### config.mk
export PLATFORM = sky130hd
export DESIGN_NAME = seq_restoring_divider
export DESIGN_NICKNAME = d
export VERILOG_FILES = /design/src/rtl/seq_restoring_divider.sv
export SDC_FILE = /design/constraint.sdc
export NUM_CORES = 1
export LEC_CHECK = 0
export CORE_ASPECT_RATIO = 1.4
export CORE_UTILIZATION = 46
export DETAILED_ROUTE_END_ITERATION = 8
export PLACE_DENSITY = 0.82
export RECOVER_POWER = 100
export SLEW_MARGIN = 0
export SYNTH_ARGS = -nofsm -noshare
export SYNTH_HDL_FRONTEND = slang
export SYNTH_SLANG_ARGS = --single-unit
### constraint.sdc
create_clock -name clk -period 1.52 [get_ports clk]
set_input_delay 0.38 -clock clk [delete_from_list [all_inputs] [get_ports clk]]
set_output_delay 0.38 -clock clk [all_outputs]
set_load 0.02 [all_outputs]
### src/rtl/seq_restoring_divider.sv
// seq_restoring_divider: 4-bit unsigned sequential restoring divider.
// One restoring step per clock in CALC (4 steps), one-cycle done pulse in DONE.
// Optional feature macro: DIV_DBZ_EN. When it is defined, a divide by zero skips
// CALC, completes in one cycle and raises the dbz flag.
module seq_restoring_divider (
    input  logic       clk,
    input  logic       rst_n,
    input  logic       start,
    input  logic [3:0] dividend,
    input  logic [3:0] divisor,
    output logic       busy,
    output logic       done,
    output logic [3:0] quotient,
    output logic [3:0] remainder
`ifdef DIV_DBZ_EN
    ,
    output logic       dbz
`endif
);

    typedef enum logic [1:0] {
        IDLE = 2'd0,
        CALC = 2'd1,
        DONE = 2'd2
    } state_t;

    // Restoring step: shift the next dividend bit into the partial remainder,
    // subtract the divisor, and keep the difference only if it did not borrow.
    // Returns {new_partial_remainder[4:0], new_q[3:0]}.
    function automatic logic [8:0] restore_step(input logic [4:0] r,
                                                input logic [3:0] q,
                                                input logic [3:0] d);
        logic [4:0] s;
        logic [5:0] t;
        s = {r[3:0], q[3]};
        t = {1'b0, s} - {2'b00, d};
        if (t[5]) begin
            restore_step = {s, q[2:0], 1'b0};
        end else begin
            restore_step = {t[4:0], q[2:0], 1'b1};
        end
    endfunction

    state_t     state_r, state_s;
    logic [3:0] q_r, q_s;
    logic [3:0] d_r, d_s;
    logic [4:0] r_r, r_s;
    logic [1:0] cnt_r, cnt_s;
    logic [3:0] quotient_r, quotient_s;
    logic [3:0] remainder_r, remainder_s;
    logic       done_r, done_s;
    logic       busy_r, busy_s;
    logic [8:0] step_s;
`ifdef DIV_DBZ_EN
    logic       dbz_r, dbz_s;
`endif

    // Combinational restoring step on the captured operands.
    always_comb begin
        step_s = restore_step(r_r, q_r, d_r);
    end

    // Next-state and next-datapath logic; every register holds by default.
    always_comb begin
        state_s     = state_r;
        q_s         = q_r;
        d_s         = d_r;
        r_s         = r_r;
        cnt_s       = cnt_r;
        quotient_s  = quotient_r;
        remainder_s = remainder_r;
        done_s      = 1'b0;
`ifdef DIV_DBZ_EN
        dbz_s       = dbz_r;
`endif
        case (state_r)
            IDLE: begin
                if (start) begin
                    q_s     = dividend;
                    d_s     = divisor;
                    r_s     = 5'd0;
                    cnt_s   = 2'd0;
                    state_s = CALC;
`ifdef DIV_DBZ_EN
                    if (divisor == 4'd0) begin
                        state_s     = DONE;
                        quotient_s  = 4'hF;
                        remainder_s = dividend;
                        dbz_s       = 1'b1;
                        done_s      = 1'b1;
                    end else begin
                        dbz_s       = 1'b0;
                    end
`endif
                end else begin
                    state_s = IDLE;
                end
            end
            CALC: begin
                r_s = step_s[8:4];
                q_s = step_s[3:0];
                if (cnt_r == 2'd3) begin
                    quotient_s  = step_s[3:0];
                    remainder_s = step_s[7:4];
                    done_s      = 1'b1;
                    state_s     = DONE;
                end else begin
                    cnt_s       = cnt_r + 2'd1;
                end
            end
            DONE: begin
                state_s = IDLE;
            end
            default: begin
                state_s = IDLE;
            end
        endcase
        busy_s = (state_s != IDLE);
    end

    // State and datapath registers with asynchronous active-low reset.
    always_ff @(posedge clk or negedge rst_n) begin
        if (!rst_n) begin
            state_r     <= IDLE;
            q_r         <= 4'd0;
            d_r         <= 4'd0;
            r_r         <= 5'd0;
            cnt_r       <= 2'd0;
            quotient_r  <= 4'd0;
            remainder_r <= 4'd0;
            done_r      <= 1'b0;
            busy_r      <= 1'b0;
`ifdef DIV_DBZ_EN
            dbz_r       <= 1'b0;
`endif
        end else begin
            state_r     <= state_s;
            q_r         <= q_s;
            d_r         <= d_s;
            r_r         <= r_s;
            cnt_r       <= cnt_s;
            quotient_r  <= quotient_s;
            remainder_r <= remainder_s;
            done_r      <= done_s;
            busy_r      <= busy_s;
`ifdef DIV_DBZ_EN
            dbz_r       <= dbz_s;
`endif
        end
    end

    assign busy      = busy_r;
    assign done      = done_r;
    assign quotient  = quotient_r;
    assign remainder = remainder_r;
`ifdef DIV_DBZ_EN
    assign dbz       = dbz_r;
`endif

endmodule
==> out/summary.md <==
By startpoint and endpoint, the worst setup path is classified as flop to flop. The slowest stage cell on the critical path was sky130_fd_sc_hd__dfrtp_1. The area fraction of the dominant cell type after synthesis is 0.5164, and the final routed DRC violation total is 0.

The floorplan has 22 rows. STA puts the critical path data required time at 1790 ps. Summed over all cells, the static leakage comes to 0.8455 nW.

The tools report the start point of the critical path as r_r[1]. The source of the worst hold timing path was remainder[2]. The number of antenna violations at the first check in global routing was 0.

The startpoint identified for the worst register-to-register timing path is r_r[1]. The compound-gate portion of the synthesized area came out at 0.1639. Power spread over the standard cell area amounts to 2545 nW/um^2. The fraction of power spent switching nets works out to 0.4037. Share of synthesized flip-flops with an asynchronous set or reset: 1.000. The antenna cell count is 0. The tools report the estimated wirelength of the detail-placed design as 1984 um. The synthesized netlist net count was 128; the internal power of the cells was 2.725 mW. For the effective utilization at floorplan, the log shows 0.4818.

Post-synthesis share of cell area spent on xor and xnor gates: 0.006951. The signal on the critical path passes through ha_4 -> nand4b_1 -> o211ai_4 -> mux2_4 -> o21ai_2. The fraction of the mapped netlist area in adder cells came out at 0.06554. Based on the critical path, the design can be clocked at up to 630.3 MHz. By area, the combinational part of the netlist is dominated by compound AO/OA/AOI/OAI gates. The count of nets left with antenna violations once routing finished came out at 0. For this run, the number of Yosys warnings is 0. The number of global-route vias before repair is 1035, and the total of buffers placed on input and output ports is 20. The logs give 0 for the number of hold-slack violations in the final timing report and 0.621 for the portion of total power attributed to combinational logic.

The worst-case setup margin in the final layout is -66.65 ps, and the clock latency on the worst-skew pair is 330 ps. In this run the worst hold path is classified as flop to flop. The tools report the post-synthesis instance total as 111. Critical path's top delay family: flip-flops.

Before antenna repair, the detailed router went through 4 iterations. Setup violations remaining at the end of the flow were counted as 8. The number of max-slew violations in the final report is 0.

By area the synthesized netlist is led by sky130_fd_sc_hd__dfrtp_1 52%, sky130_fd_sc_hd__mux2_2 5.4%, sky130_fd_sc_hd__ha_1 5.0%. The switching power came out at 1.845 mW. The number of H-tree branching levels came out at 1.

TritonCTS created 3 clock buffers. The final layout contains routed wiring with a total length of 2933 um. The checks that failed: setup timing. The die is 46.23 um wide. STA puts the critical path data arrival time at 1860 ps. The tools report the count of different cell masters after synthesis as 33. The headroom to the max-slew limit was 0.5541. No sink is reached through more buffers than the 2 on the longest clock path. The final-layout fill cell count was 207. Most common cell in the netlist: sky130_fd_sc_hd__dfrtp_1.

The final sum of negative setup slack is -259.5 ps, and the power share of the clock group is 0.105. The tree built by TritonCTS fans out to 26 sinks. The via density per instance was 5.148; the final weighted congestion in routability-driven placement was 0.7998. The simple-gate area share of the yosys netlist is 0.1202, and the area overhead of the layout relative to synthesis is 42.50%.

The tools report the maximum number of pins on one net before global-route repair as 27. The total overflow reported by the global router came out at 0. On the final layout, the worst clock skew is 2.809 ps.

Count of buffer and inverter cells on the critical path: 0. The commonest cells after synthesis are 26 x sky130_fd_sc_hd__dfrtp_1, 11 x sky130_fd_sc_hd__nand2_1, 9 x sky130_fd_sc_hd__inv_1. The nature of the critical path startpoint was a flop. In this design, the stage delay of the slowest critical-path cell is 440 ps. The slew at the pin with the worst max-slew slack was 668.8 ps.

Core area: 2615 um^2. The flow ran to the end, but the final reports show violations. The first global-routing pass estimated 4609 um of wire.

In this run, synthesis produced a sequential element count of 26. The final layout net count is 171. The floorplan step defined a die boundary enclosing 2955 um^2.

After clock tree synthesis, the clock-pin slew on the worst setup and hold paths is 140 ps. Part of the total power dissipated in sequential elements: 0.274. Setup repair after global routing could not meet its margin everywhere. The post-route clock period utilization came out at 1.044. Along the worst path, the maximum fanout reaches 4. Yosys mapped a number of flops with a built-in enable equal to 0. The tools report the global-route usage over all layers as 0.2232. STA classifies the critical path endpoint as a flop. For the number of placed I/O pins, the log shows 21. TritonCTS built the clock tree. The share of layout cells above drive strength 1 is 0.3464. The run gives 1240 uV as the maximum ir drop on the vdd rail. The total via count in the routed design was 973; the synthesized area per cell was 11.35 um^2. The cell sitting at the root of the clock tree is a sky130_fd_sc_hd__clkbuf_4. The proportion of synthesized area in mux cells was 0.07845.

The largest total area in the synthesized netlist belongs to sky130_fd_sc_hd__dfrtp_1. The average wire length per cell after detail routing was 15.52 um; the number of DRC markers after the initial detailed-route iteration was 26. The worst hold margin was 500.7 ps. Max-cap violations in this run came to 0.

The final critical path time including I/O delays and setup was 1587 ps. The sequential-to-total area share from yosys stat was 0.5164. The predominant post-synthesis flop cell was sky130_fd_sc_hd__dfrtp_1. In this run the cell area of the synthesized design comes to 1260 um^2. The die is 63.93 um tall.
## sequential cells by signal, indices dropped and copies added (netlist names)
name,cells
q_r,4
quotient,4
d_r,4
state_r,2
busy,1
cnt_r,2
remainder,4
done,1
r_r,4
## cell type report
| type | count | area, um^2 | share of cell area |
|---|---|---|---|
| Tap cell | 36 | 45.04 | 0.02509 |
| Inverter | 9 | 33.78 | 0.01882 |
| Multi-Input combinational cell | 73 | 666.9 | 0.3714 |
| Clock buffer | 3 | 22.52 | 0.01254 |
| Timing Repair Buffer | 41 | 346.6 | 0.1930 |
| Clock inverter | 1 | 30.03 | 0.01672 |
| Sequential cell | 26 | 650.6 | 0.3624 |
## worst paths after layout
| path | end | slack, ps | cells after the start |
|---|---|---|---|
| min | remainder[2] | 500 | 2 |
| max reg2reg | r_r[0] | -70 | 5 |
| min reg2reg | remainder[2] | 500 | 2 |
| max in group asynchronous | state_r[1] | 500 | 2 |
| min in group asynchronous | d_r[2] | 600 | 2 |
| max | r_r[0] | -70 | 5 |
## logic make-up (layout without fill, tap and decap cells)
logic type,count (synthesis),count (layout)
AO/OA/AOI/OAI,30,30
multiplexers,9,9
adder cells (fa/ha/maj),6,6
XOR/XNOR,1,1
AND/OR/NAND/NOR,27,27
flip-flops,26,26
buffers and inverters,12,54
## worst register-to-register path: cells and delay by family (launching register included)
family	cells	cell delay, ps
and+or+nand+nor	1	150
AOI/OAI and AO/OA	2	270
DFF	1	440
adders and majority gates	1	310
muxes	1	350
## power groups by stage
stage | combinational (mW) | clock [mW] | sequential, mW
final | 2.84 | 0.481 | 1.25
after global routing | 3.08 | 0.507 | 1.28
after CTS | 2.74 | 0.490 | 1.24
after detailed placement | 2.43 | 0 | 1.24
after global placement | 2.30 | 0 | 1.22
after floorplan | 1.42 | 0 | 1.35
## per-stage QoR
stage	area, um^2	setup WS, ps	std cells	power, mW	utilization
after detailed placement	1632	-180.4	181	3.668	0.6239
after CTS	1780	-97.32	188	4.469	0.6809
after global placement	1632	-147.6	181	3.513	0.6239
after global routing	1795	-139.8	189	4.869	0.6866
after floorplan	1286	-24.24	111	2.774	-
final	1795	-66.65	189	4.570	0.6866
## per-layer routing
layer	wire length (um)	track usage
met2	1722	0.4261
met1	1104	0.2206
met3	36	0.01977
met4	68	0.1066
met5	0	0
## timing repair
action / 4_1_cts / 5_1_grt
pin swaps: 8 / 3
setup endpoints to repair: 20 / 11
setup buffers: 3 / 1
hold buffers: 0 / 0
gates resized for setup: 27 / 3
## cell usage in the layout (no fill, tap or decap), types with 2 or more instances in the layout
master | synthesis | layout
sky130_fd_sc_hd__inv_2 | 0 | 5
sky130_fd_sc_hd__mux2i_1 | 2 | 2
sky130_fd_sc_hd__o21a_1 | 2 | 2
sky130_fd_sc_hd__a21oi_1 | 6 | 5
sky130_fd_sc_hd__nor2_1 | 3 | 2
sky130_fd_sc_hd__inv_1 | 9 | 4
sky130_fd_sc_hd__o21ai_0 | 5 | 5
sky130_fd_sc_hd__clkdlybuf4s50_1 | 0 | 9
sky130_fd_sc_hd__nand2_1 | 11 | 11
sky130_fd_sc_hd__clkbuf_4 | 0 | 3
sky130_fd_sc_hd__nor2b_1 | 5 | 5
sky130_fd_sc_hd__ha_4 | 0 | 4
sky130_fd_sc_hd__dfrtp_1 | 26 | 26
sky130_fd_sc_hd__o41ai_2 | 1 | 2
sky130_fd_sc_hd__buf_4 | 0 | 19
sky130_fd_sc_hd__o21ai_1 | 6 | 4
sky130_fd_sc_hd__o21ai_2 | 0 | 2
sky130_fd_sc_hd__mux2_2 | 6 | 5
sky130_fd_sc_hd__dlygate4sd2_1 | 0 | 10
sky130_fd_sc_hd__a22o_1 | 3 | 3
sky130_fd_sc_hd__a22oi_1 | 2 | 2
No activity file was read; power rests on OpenSTA's default activity.
